===== src/rtl/fifo_dac_reader.sv =====
// fifo_dac_reader: pops signed samples from the generator FIFO and shifts
// each one MSB-first to a serial DAC over a cs_n/sclk/sdo frame.
//
// Ports:
//   clk            system clock, rising edge
//   rst            asynchronous reset, active-high
//   en_low_i       active-low enable (1 = stop after current frame)
//   fifo_empty_i   FIFO empty flag
//   fifo_data_i    FIFO read data, valid the cycle after fifo_rd_en_o
//   fifo_rd_en_o   one-cycle pop request per sample
//   cs_n_o         DAC chip select, active-low
//   sclk_o         DAC serial clock (DAC samples on rising edge)
//   sdo_o          DAC serial data, MSB first
//   sample_o       last sample popped (signed)
//   sample_valid_o one-cycle pulse when sample_o updates
//   busy_o         high in every state except IDLE
//   underrun_o     sticky stream-starvation flag

module fifo_dac_reader #(
   parameter int DATA_WIDTH = 16,
   parameter int DIV        = 2
) (
   input  logic                         clk,
   input  logic                         rst,
   input  logic                         en_low_i,
   input  logic                         fifo_empty_i,
   input  logic [DATA_WIDTH-1:0]        fifo_data_i,
   output logic                         fifo_rd_en_o,
   output logic                         cs_n_o,
   output logic                         sclk_o,
   output logic                         sdo_o,
   output logic signed [DATA_WIDTH-1:0] sample_o,
   output logic                         sample_valid_o,
   output logic                         busy_o,
   output logic                         underrun_o
);

   localparam int BW = (DATA_WIDTH > 1) ? $clog2(DATA_WIDTH) : 1;
   localparam int PW = (2 * DIV > 1) ? $clog2(2 * DIV) : 1;

   localparam logic [BW-1:0] BIT_MSB  = BW'(DATA_WIDTH - 1);
   localparam logic [BW-1:0] BIT_LSB  = '0;
   // last phase of the low half; the next phase raises sclk
   localparam logic [PW-1:0] PH_RISE  = PW'(DIV - 1);
   localparam logic [PW-1:0] PH_LAST  = PW'(2 * DIV - 1);
   localparam logic [PW-1:0] GAP_LAST = PW'(DIV - 1);

   typedef enum logic [2:0] {
      IDLE,
      READ,
      WAIT,
      SHIFT,
      GAP
   } state_t;

   state_t                state;
   logic [BW-1:0]         bit_cnt;
   logic [PW-1:0]         phase;
   logic [DATA_WIDTH-1:0] shreg;
   logic                  frame_sent;

   logic start;
   logic starve;

   assign start  = !en_low_i && !fifo_empty_i;
   // starvation only counts once a frame has gone out since enable
   assign starve = !en_low_i && fifo_empty_i && frame_sent;

   always_ff @(posedge clk or posedge rst) begin
      if (rst) begin
         state          <= IDLE;
         bit_cnt        <= '0;
         phase          <= '0;
         shreg          <= '0;
         frame_sent     <= 1'b0;
         fifo_rd_en_o   <= 1'b0;
         cs_n_o         <= 1'b1;
         sclk_o         <= 1'b0;
         sdo_o          <= 1'b0;
         sample_o       <= '0;
         sample_valid_o <= 1'b0;
         busy_o         <= 1'b0;
         underrun_o     <= 1'b0;
      end else begin
         fifo_rd_en_o   <= 1'b0;
         sample_valid_o <= 1'b0;

         unique case (state)
            IDLE: begin
               if (start) begin
                  state        <= READ;
                  fifo_rd_en_o <= 1'b1;
                  busy_o       <= 1'b1;
               end else if (starve) begin
                  underrun_o <= 1'b1;
               end
            end

            READ: begin
               state <= WAIT;
            end

            WAIT: begin
               // FIFO data is valid now; load it and drive the MSB
               state          <= SHIFT;
               shreg          <= fifo_data_i;
               sample_o       <= fifo_data_i;
               sample_valid_o <= 1'b1;
               cs_n_o         <= 1'b0;
               sclk_o         <= 1'b0;
               sdo_o          <= fifo_data_i[DATA_WIDTH-1];
               phase          <= '0;
               bit_cnt        <= BIT_MSB;
            end

            SHIFT: begin
               if (phase == PH_LAST) begin
                  phase  <= '0;
                  sclk_o <= 1'b0;
                  if (bit_cnt == BIT_LSB) begin
                     state      <= GAP;
                     cs_n_o     <= 1'b1;
                     sdo_o      <= 1'b0;
                     frame_sent <= 1'b1;
                  end else begin
                     // next bit appears while sclk is low
                     bit_cnt <= bit_cnt - 1'b1;
                     shreg   <= shreg << 1;
                     sdo_o   <= shreg[DATA_WIDTH-2];
                  end
               end else begin
                  phase <= phase + 1'b1;
                  if (phase == PH_RISE) begin
                     sclk_o <= 1'b1;
                  end
               end
            end

            GAP: begin
               if (phase == GAP_LAST) begin
                  state  <= IDLE;
                  phase  <= '0;
                  busy_o <= 1'b0;
                  // flag starvation already in the first IDLE cycle
                  if (starve) begin
                     underrun_o <= 1'b1;
                  end
               end else begin
                  phase <= phase + 1'b1;
               end
            end

            default: begin
               state  <= IDLE;
               busy_o <= 1'b0;
               cs_n_o <= 1'b1;
               sclk_o <= 1'b0;
               sdo_o  <= 1'b0;
            end
         endcase

         // disabling clears the flag and the frame history
         if (en_low_i) begin
            underrun_o <= 1'b0;
            frame_sent <= 1'b0;
         end
      end
   end

endmodule


===== config.mk =====
export PLATFORM = sky130hd
export DESIGN_NAME = fifo_dac_reader
export DESIGN_NICKNAME = d
export VERILOG_FILES = /design/src/rtl/fifo_dac_reader.sv
export SDC_FILE = /design/constraint.sdc
export NUM_CORES = 1
export LEC_CHECK = 0
export ABC_AREA = 1
export CAP_MARGIN = 15
export CELL_PAD_IN_SITES_DETAIL_PLACEMENT = 2
export CELL_PAD_IN_SITES_GLOBAL_PLACEMENT = 2
export CORE_MARGIN = 10
export CORE_UTILIZATION = 31
export DETAILED_ROUTE_END_ITERATION = 10
export PLACE_DENSITY_LB_ADDON = 0.15
export SLEW_MARGIN = 30
export SYNTH_ARGS = -nofsm -noshare
export SYNTH_HDL_FRONTEND = slang
export SYNTH_SLANG_ARGS = --single-unit

===== constraint.sdc =====
create_clock -name clk -period 2.14 [get_ports clk]
set_clock_uncertainty 0.15 [all_clocks]
set_input_delay 0.428 -clock clk [delete_from_list [all_inputs] [get_ports clk]]
set_output_delay 0.428 -clock clk [all_outputs]
set_load 0.01 [all_outputs]

Yosys cells after proc, flatten, opt, wreduce, memory -nomap -nowiden
Index checks and enable logic that the tools add are counted.
{ "word_totals": {"ff_bits": 48, "inputBits": 20, "out_inout_bits": 23} }
{ "classes": {"add_sub_neg": 2, "n_eq_ne": 14, "mux": 36, "bitwise": 2, "reduce_logical": 23} }
{ "op_table": {"columns": ["op", "n"], "rows": [
  ["15-bit 2-to-1 mux", 2],
  ["15-bit case mux with 2 select lines", 1],
  ["1-bit 2-to-1 mux", 17],
  ["3-bit case mux with 5 select lines", 1],
  ["3-bit AND reduction", 5],
  ["3-bit 2-to-1 mux", 4],
  ["2-bit != test (second input constant)", 5],
  ["3-bit != test (second input constant)", 3],
  ["1-bit case mux with 3 select lines", 3],
  ["4-bit 2-to-1 mux", 2],
  ["4-bit case mux with 2 select lines", 1],
  ["2-bit nonzero test", 4],
  ["3-bit by 2-bit equality test with 1-bit output (second input constant)", 2],
  ["2-bit case mux with 3 select lines", 1],
  ["3-bit nonzero test", 2],
  ["3-bit OR reduction", 2],
  ["4-bit logical NOT", 1],
  ["2-bit 2-to-1 mux", 2],
  ["1-bit case mux with 2 select lines", 2],
  ["2-bit AND reduction", 2],
  ["4-bit AND reduction", 1],
  ["4-bit by 1-bit subtractor with 4-bit output (second input constant)", 1],
  ["3-bit by 1-bit equality test with 1-bit output (second input constant)", 1],
  ["3-bit equality test (second input constant)", 1],
  ["7 further kinds", 11]
]} }

Depth between registers and ports, before layout
Gate-level depths: netlist (run 1).
{ "logic_depth": {"word_depth": 7, "mapped_depth": 9, "mapped_depth_nobuf": 8} }

Worst setup path after synthesis (run 1)
Ideal clock, no wire load.
{ "synth_timing": {"path_kind": "flip-flop to flip-flop", "from": "reg bit_cnt[0]", "to": "reg bit_cnt[2]", "setup_time_ns": 0.117, "arrival_time_ns": 1.205, "required_ns": 1.873, "slack_ns": 0.668, "path_stages_with_launch": 9, "n_path_buf": 1, "period_less_slack_ns": 1.472, "path_cell_list": "dfrtp_1 -> inv_1 -> ha_1 -> nand2_1 -> nor2_4 -> nor2_8 -> buf_8 -> nand3_2 -> nand2_1"} }
{ "synth_via": {"elab_chain_cells": 4, "word_cells_on_any_way": 7, "classes_between": "add/sub: 1; eq/ne: 1; mux: 3; reduce/logical: 2"} }
{ "synth_rtl": {"columns": ["item", "line", "text"], "rows": [
  ["from (decl)", "57", "logic [BW-1:0] bit_cnt;"],
  ["from (signal assigned)", "127", "bit_cnt <= bit_cnt - 1'b1;"],
  ["4-bit by 1-bit subtractor with 4-bit output", "127", null],
  ["4-bit 2-to-1 mux", "120", "if (bit_cnt == BIT_LSB) begin"],
  ["4-bit 2-to-1 mux", "117", "if (phase == PH_LAST) begin"],
  ["4-bit case mux with 2 select lines", "88", "unique case (state)"]
]} }
Parallel ways exist; a longest one is shown, timed or not. The select of a mux whose other input is x is not followed.
A chain may end at the register's enable or synchronous reset.

Worst setup path after layout (run 1)
{ "layout_timing": {"from": "reg cs_n_o", "to": "out cs_n_o"} }
{ "layout_lines": {"columns": ["item", "line", "text"], "rows": [
  ["from (decl)", "29", "output logic cs_n_o,"],
  ["from (signal assigned)", "77", "cs_n_o <= 1'b1;"],
  ["from (signal assigned)", "109", "cs_n_o <= 1'b0;"],
  ["from (signal assigned)", "122", "cs_n_o <= 1'b1;"]
]} }
No word-level cell between the ends.

==> flow_summary_export.csv, run 1 <==
group,metric,value,unit
outcome,outcome,"completed",
worst_setup_path,startpoint,"cs_n_o$_DFFE_PP1P_",
place,dp_slack,0.430,ns
cts,postCtsSetupBuffers,0,
timing,relSlewSlack,0.747,
worst_setup_path,cp_top_family,"flip-flops",
cts,clkLatencyLatePin,0.30,ns
route,drt_iter0_drc,56,
yosys,synth_top_area_frac,0.473,
final_layout,layout.nets,370,
route,via_count,2084,
cts,hold_buffers,0,
pwr,ir_drop,0.560,mV
worst_setup_path,path_cells,"clkdlybuf4s50_1",
route,finalWirelength,6.95,mm
timing,rsz0062_at_grt,"no",
grt,grtUsageTotal,0.127,
yosys,synth_cell_type_count,26,
worst_setup_path,crit_type,"reg2out",
die,die_w,110,um
worst_setup_path,max_stage_delay,0.54,ns
route,drc_errors,0,
yosys,seq_area_frac_synth,0.483,
yosys,synthArstFlopShare,1.00,
die,die_h,110,um
grt,grt_max_degree,49,
timing,worst_slew_pin_slew,0.380,ns
yosys,post-synth-top-count-cell,"nand2_1",
die,die_area,0.0120,sq mm
die,start_util,0.320,
timing,worst_slack,0.198,ns
timing,fin_tns_setup,0,ns
final_layout,nFillCells,899,
die,core-area,0.00777,sq mm
final_layout,syn2layout_area_growth,24.2,%
yosys,synthesis.area,0.00249,sq mm
die,ios,43,
route,dr.pass1.iters,4,
cts,clock-sinks,48,
cts,max-clock-path-buffers,2,
timing,finalCritPeriodShare,0.908,
final_layout,stdcell_count,449,
yosys,synth_area_leader_cell,"dfrtp_1",
grt,first_global_vias,2377,
yosys,ys.flop_type,"dfrtp_1",
cts,htree_levels,2,
worst_setup_path,arrival,1.36,ns
place,gp_congestion,0.782,
worst_setup_path,crit_slowest_cell,"dfstp_2",
place,placed_cells,441,
yosys,yosys-top-cells-count,"nand2_1, dfrtp_1, inv_1",
grt,antenna_found_initial,0,
worst_setup_path,path_buf_inv,1,
yosys,yosys-top-cells-area,"dfrtp_1, nand2_1, nand3_2, nand3_1, inv_1",
yosys,syn_avg_cell_area,8.21,sq um
final_layout,diodes,0,
timing,timing.fmax,515,MHz
place,portBuffers,42,
route,wire_per_inst,15.5,um
route,ant_nets,0,
cts,cts_buffers,5,
final_layout,drive_gt1_frac,0.124,
timing,hold_violations,0,
worst_setup_path,reg2reg_from,"state[0]$_DFFE_PP0P_",
worst_setup_path,crit_path_end_kind,"primary output",
timing,layout_min_cycle_time,1.94,ns
pwr,powerDensity,1590,mW/mm^2
worst_setup_path,startpoint_type,"flop",
job,timing.max_cap.violations,0,
cts,cts_resized,0,
die,num_rows,32,
cts,root_buffer,"clkbuf_8",
cts,cts_tree,"built",
yosys,syn-num-nets,327,
place,dp_hpwl,5.15,mm
yosys,ys_warn_count,0,
worst_setup_path,worstPathMaxFanout,2,
grt,grt_overflow,0,
worst_setup_path,required,1.56,ns
cts,clk_pin_slew_worst_paths,0.09,ns
route,detail_route.vias_per_cell,4.64,
yosys,synthCells,303,
pwr,power_leakage,1.60,nW
min_path,hp-class,"in2async",
timing,slew_violations,0,
grt,grt_first_pass_wirelength,12.3,mm
yosys,synth-edff-count,0,
timing,setup_violations,0,
yosys,ys_ff_latch,48,
-- worst paths after layout --
path	end	slack [ns]	cells past startpoint
max in group asynchronous	cs_n_o$_DFFE_PP1P_	1.23	3
hold / removal	sample_o[7]$_DFFE_PP0N_	0.33	3
setup / recovery	cs_n_o	0.20	1
setup reg to reg	shreg[10]$_DFFE_PP0P_	0.42	6
min in group clk	shreg[6]$_DFFE_PP0P_	0.33	2
hold reg to reg	shreg[6]$_DFFE_PP0P_	0.33	2
-- logic make-up after synthesis --
logic type,after synthesis,synth area share
fa+ha+maj,4,0.0201
simple gates,204,0.384
flops,48,0.483
buf+inv,37,0.0926
compound gates,10,0.0201
-- placed cells by master, fill, tap and decap left out, drive strengths merged --
cell type / synthesis / final
a21oi: 3 / 3
buf: 13 / 7
bufinv: 0 / 1
clkbuf: 0 / 7
clkdlybuf4s50: 0 / 42
clkinv: 1 / 1
dfrtp: 47 / 47
dfstp: 1 / 1
ha: 4 / 4
inv: 23 / 23
nand2: 155 / 155
nand3: 33 / 33
nor2: 13 / 13
nor3: 1 / 1
o21ai: 7 / 7
or2: 2 / 2
-- cell type report --
cell class	count	area (sq um)	share of cell area
sequential	48	1200	0.389
multi-input combinational	218	1050	0.341
timing repair buffer	49	485	0.157
tap	102	128	0.0413
clock buffer	7	96.3	0.0312
inverter	24	93.8	0.0304
clock inverter	1	30.0	0.00972
-- layer usage --
metal	GRT usage	vias to the layer above	wire, um
met2	0.216	27	3420
met5	0	-	0
li1	-	1010	-
met1	0.157	1041	3150
met3	0.0345	6	306
met4	0.0307	0	68
-- registers in the layout, indices dropped and copies added (netlist names) --
| signal | cells |
|---|---|
| phase | 2 |
| sample_valid_o | 1 |
| shreg | 15 |
| sclk_o | 1 |
| fifo_rd_en_o | 1 |
| cs_n_o | 1 |
| sdo_o | 1 |
| state | 3 |
| sample_o | 16 |
| underrun_o | 1 |
| frame_sent | 1 |
| bit_cnt | 4 |
| busy_o | 1 |
-- through the flow --
stage | hold WS [ns] | power, W | area (sq um) | util
after floorplan | 0.292 | 0.00347 | 2490 | -
after global placement | 0.306 | 0.00416 | 2960 | 0.382
after detailed placement | 0.311 | 0.00427 | 2960 | 0.382
after CTS | 0.334 | 0.00505 | 3090 | 0.398
after global routing | 0.361 | 0.00545 | 3090 | 0.398
final | 0.330 | 0.00491 | 3090 | 0.398
-- worst register-to-register path, cell delays in order (launching register included) --
cell and delay [ns]:
dfrtp_1 0.51, nor2_2 0.19, nand2_2 0.12, nand2_4 0.19, nand3_4 0.24, nand2_1 0.16, nand2_1 0.06
-- where the power goes --
part	total (W)	leakage, nW	internal [W]	switching (W)
clock network	0.000732	0.0645	0.000413	0.000319
logic	0.00257	0.940	0.00101	0.00156
registers	0.00161	0.598	0.00132	0.000290
No activity file was read; power rests on OpenSTA's default activity.
==> run 2, diff against run 1 <==
--- a/constraint.sdc
+++ b/constraint.sdc
@@ -3,3 +3,3 @@
 set_input_delay 0.428 -clock clk [delete_from_list [all_inputs] [get_ports clk]]
 set_output_delay 0.428 -clock clk [all_outputs]
-set_load 0.01 [all_outputs]
+set_load 0.05 [all_outputs]
==> run 2 against run 1 <==
  * Die area unchanged
  * Fmax is 5.9% lower
  * Clock power shrank 25%
  * Critical path depth is the same
  * Cell count decreased by 0.22%
  * Sequential share of layout area is 0.64 points higher
  * Critical path type unchanged
  * Critical endpoint is now sample_o[2]
  * Highest routed layer unchanged
==> flow_summary_export.csv, run 2 (synthesis gave the netlist of run 1 again) <==
group,metric,value,unit
cts,postCtsSetupBuffers,0,
timing,timing.fmax,485,MHz
timing,slew_violations,0,
timing,worst_slew_pin_slew,0.515,ns
die,die_h,110,um
worst_setup_path,reg2reg_from,"state[2]$_DFFE_PP0P_",
final_layout,nFillCells,894,
cts,clk_pin_slew_worst_paths,0.09,ns
worst_setup_path,crit_slowest_cell,"clkdlybuf4s50_1",
final_layout,largest_register,"sample_o",
final_layout,top_regs,"sample_o: 16 flops, shreg: 15 flops, bit_cnt: 4 flops",
final_layout,drive_gt1_frac,0.130,
outcome,outcome,"completed",
final_layout,final_area,0.00304,sq mm
worst_setup_path,r2r_cells,6,
pwr,power_leakage,1.60,nW
cts,clkLatencyLatePin,0.30,ns
final_layout,mostFrequentLayoutCell,"nand2_1",
timing,fin_tns_setup,0,ns
grt,first_global_vias,2385,
timing,setup_violations,0,
pwr,pwr-share-clk,0.104,
cts,clock-sinks,48,
die,num_rows,32,
die,die_w,110,um
final_layout,diodes,0,
route,drt_iter0_drc,56,
pwr,ir_drop,0.718,mV
route,via_count,2074,
final_layout,fin_util,0.391,
worst_setup_path,arrival,1.49,ns
cts,htree_levels,2,
grt,grtUsageTotal,0.129,
die,start_util,0.320,
place,portBuffers,42,
worst_setup_path,path_buf_inv,1,
grt,grt_max_degree,20,
worst_setup_path,required,1.56,ns
route,detail_route.vias_per_cell,4.63,
die,die_area,0.0120,sq mm
route,wire_per_inst,16.0,um
route,ant_nets,0,
pwr,pwr-share-seq,0.305,
cts,hold_buffers,0,
timing,finalCritPeriodShare,0.964,
final_layout,layout.nets,369,
die,core-area,0.00777,sq mm
worst_setup_path,max_stage_delay,0.81,ns
route,finalWirelength,7.17,mm
worst_setup_path,cp_top_family,"buffers and inverters",
grt,grt_overflow,0,
place,dpl_cell_area,0.00296,sq mm
worst_setup_path,worstPathMaxFanout,2,
worst_setup_path,path_cells,"clkdlybuf4s50_1",
place,dp_hpwl,5.45,mm
worst_setup_path,r2r-end,"shreg[8]$_DFFE_PP0P_",
timing,rsz0062_at_grt,"no",
timing,hold_violations,0,
final_layout,layout_common_cells,"nand2_1, dfrtp_1, clkdlybuf4s50_1",
grt,grt_first_pass_wirelength,12.3,mm
place,gp_congestion,0.776,
final_layout,largest_reg_flops,16,
worst_setup_path,startpoint_type,"flop",
route,drc_errors,0,
timing,layout_min_cycle_time,2.06,ns
cts,root_buffer,"clkbuf_8",
final_layout,syn2layout_area_growth,22.2,%
grt,antenna_found_initial,0,
min_path,hp-class,"in2async",
job,timing.max_cap.violations,0,
worst_setup_path,crit_type,"reg2out",
cts,cts_tree,"built",
route,dr.pass1.iters,4,
pwr,swShare,0.519,
timing,relSlewSlack,0.655,
die,ios,43,
pwr,p_int,0.00253,W
pwr,p_switching,0.00272,W
pwr,powerDensity,1730,mW/mm^2
cts,cts_buffers,5,
cts,max-clock-path-buffers,2,
worst_setup_path,crit_path_end_kind,"primary output",
pwr,combPwrFrac,0.591,
worst_setup_path,reg2reg_slack,0.33,ns
## run 2: changes by cell type in the layout (fill, tap and decap cells not counted), sizes merged
cell / previous run / this run
clkinv: 1 / 2
bufinv: 1 / 0
dlymetal6s2s: 0 / 1
buf: 7 / 11
clkdlybuf4s50: 42 / 36
## run 2: layout make-up
cell class	instances	area (sq um)	area share
clock buffer	7	76.3	0.0251
sequential	48	1200	0.395
inverter	24	93.8	0.0309
tap	102	128	0.0420
timing repair buffer	48	480	0.158
clock inverter	1	5.00	0.00165
multi-input combinational	218	1050	0.347
## run 2: metal layers
metal | GRT usage | vias to the layer above | routed length [um]
met4 | 0.0251 | 0 | 55
met2 | 0.219 | 30 | 3440
li1 | - | 1008 | -
met1 | 0.163 | 1030 | 3390
met3 | 0.0322 | 6 | 283
met5 | 0 | - | 0
## run 2: metrics by stage
step                power (W)  cells  setup slack (ns)  hold WS (ns)
global route          0.00576    448            0.0107         0.285
floorplan             0.00402    303             0.419         0.292
detailed placement    0.00480    440             0.319         0.313
finish                0.00525    448            0.0761         0.263
global placement      0.00469    440             0.397         0.307
CTS                   0.00538    448            0.0509         0.265
## run 2: power by group through the flow
stage,Clock [W],Combinational [W],Sequential [W]
3_3_place_gp,0,0.00309,0.00160
2_1_floorplan,0,0.00186,0.00216
3_5_place_dp,0,0.00318,0.00162
5_1_grt,0.000606,0.00349,0.00167
6_report,0.000546,0.00310,0.00160
4_1_cts,0.000577,0.00320,0.00161
## run 2: worst max path at each step
stage,start,cells past startpoint,slack (ns),to
3_5_place_dp,state[2]$_DFFE_PP0P_,6,0.32,bit_cnt[2]$_DFFE_PP0P_
2_1_floorplan,rst,1,0.42,bit_cnt[0]$_DFFE_PP0P_
5_1_grt,sample_o[14]$_DFFE_PP0N_,1,0.01,sample_o[14]
3_3_place_gp,state[2]$_DFFE_PP0P_,6,0.40,shreg[9]$_DFFE_PP0P_
6_report,sample_o[2]$_DFFE_PP0N_,1,0.08,sample_o[2]
4_1_cts,sample_o[2]$_DFFE_PP0N_,1,0.05,sample_o[2]
## run 2: timing repair
| action | 4_1_cts | 5_1_grt |
|---|---|---|
| endpoints found under the setup margin | 0 | 1 |
| resized for setup | 0 | 1 |
| endpoints found under the hold margin | 0 | 0 |
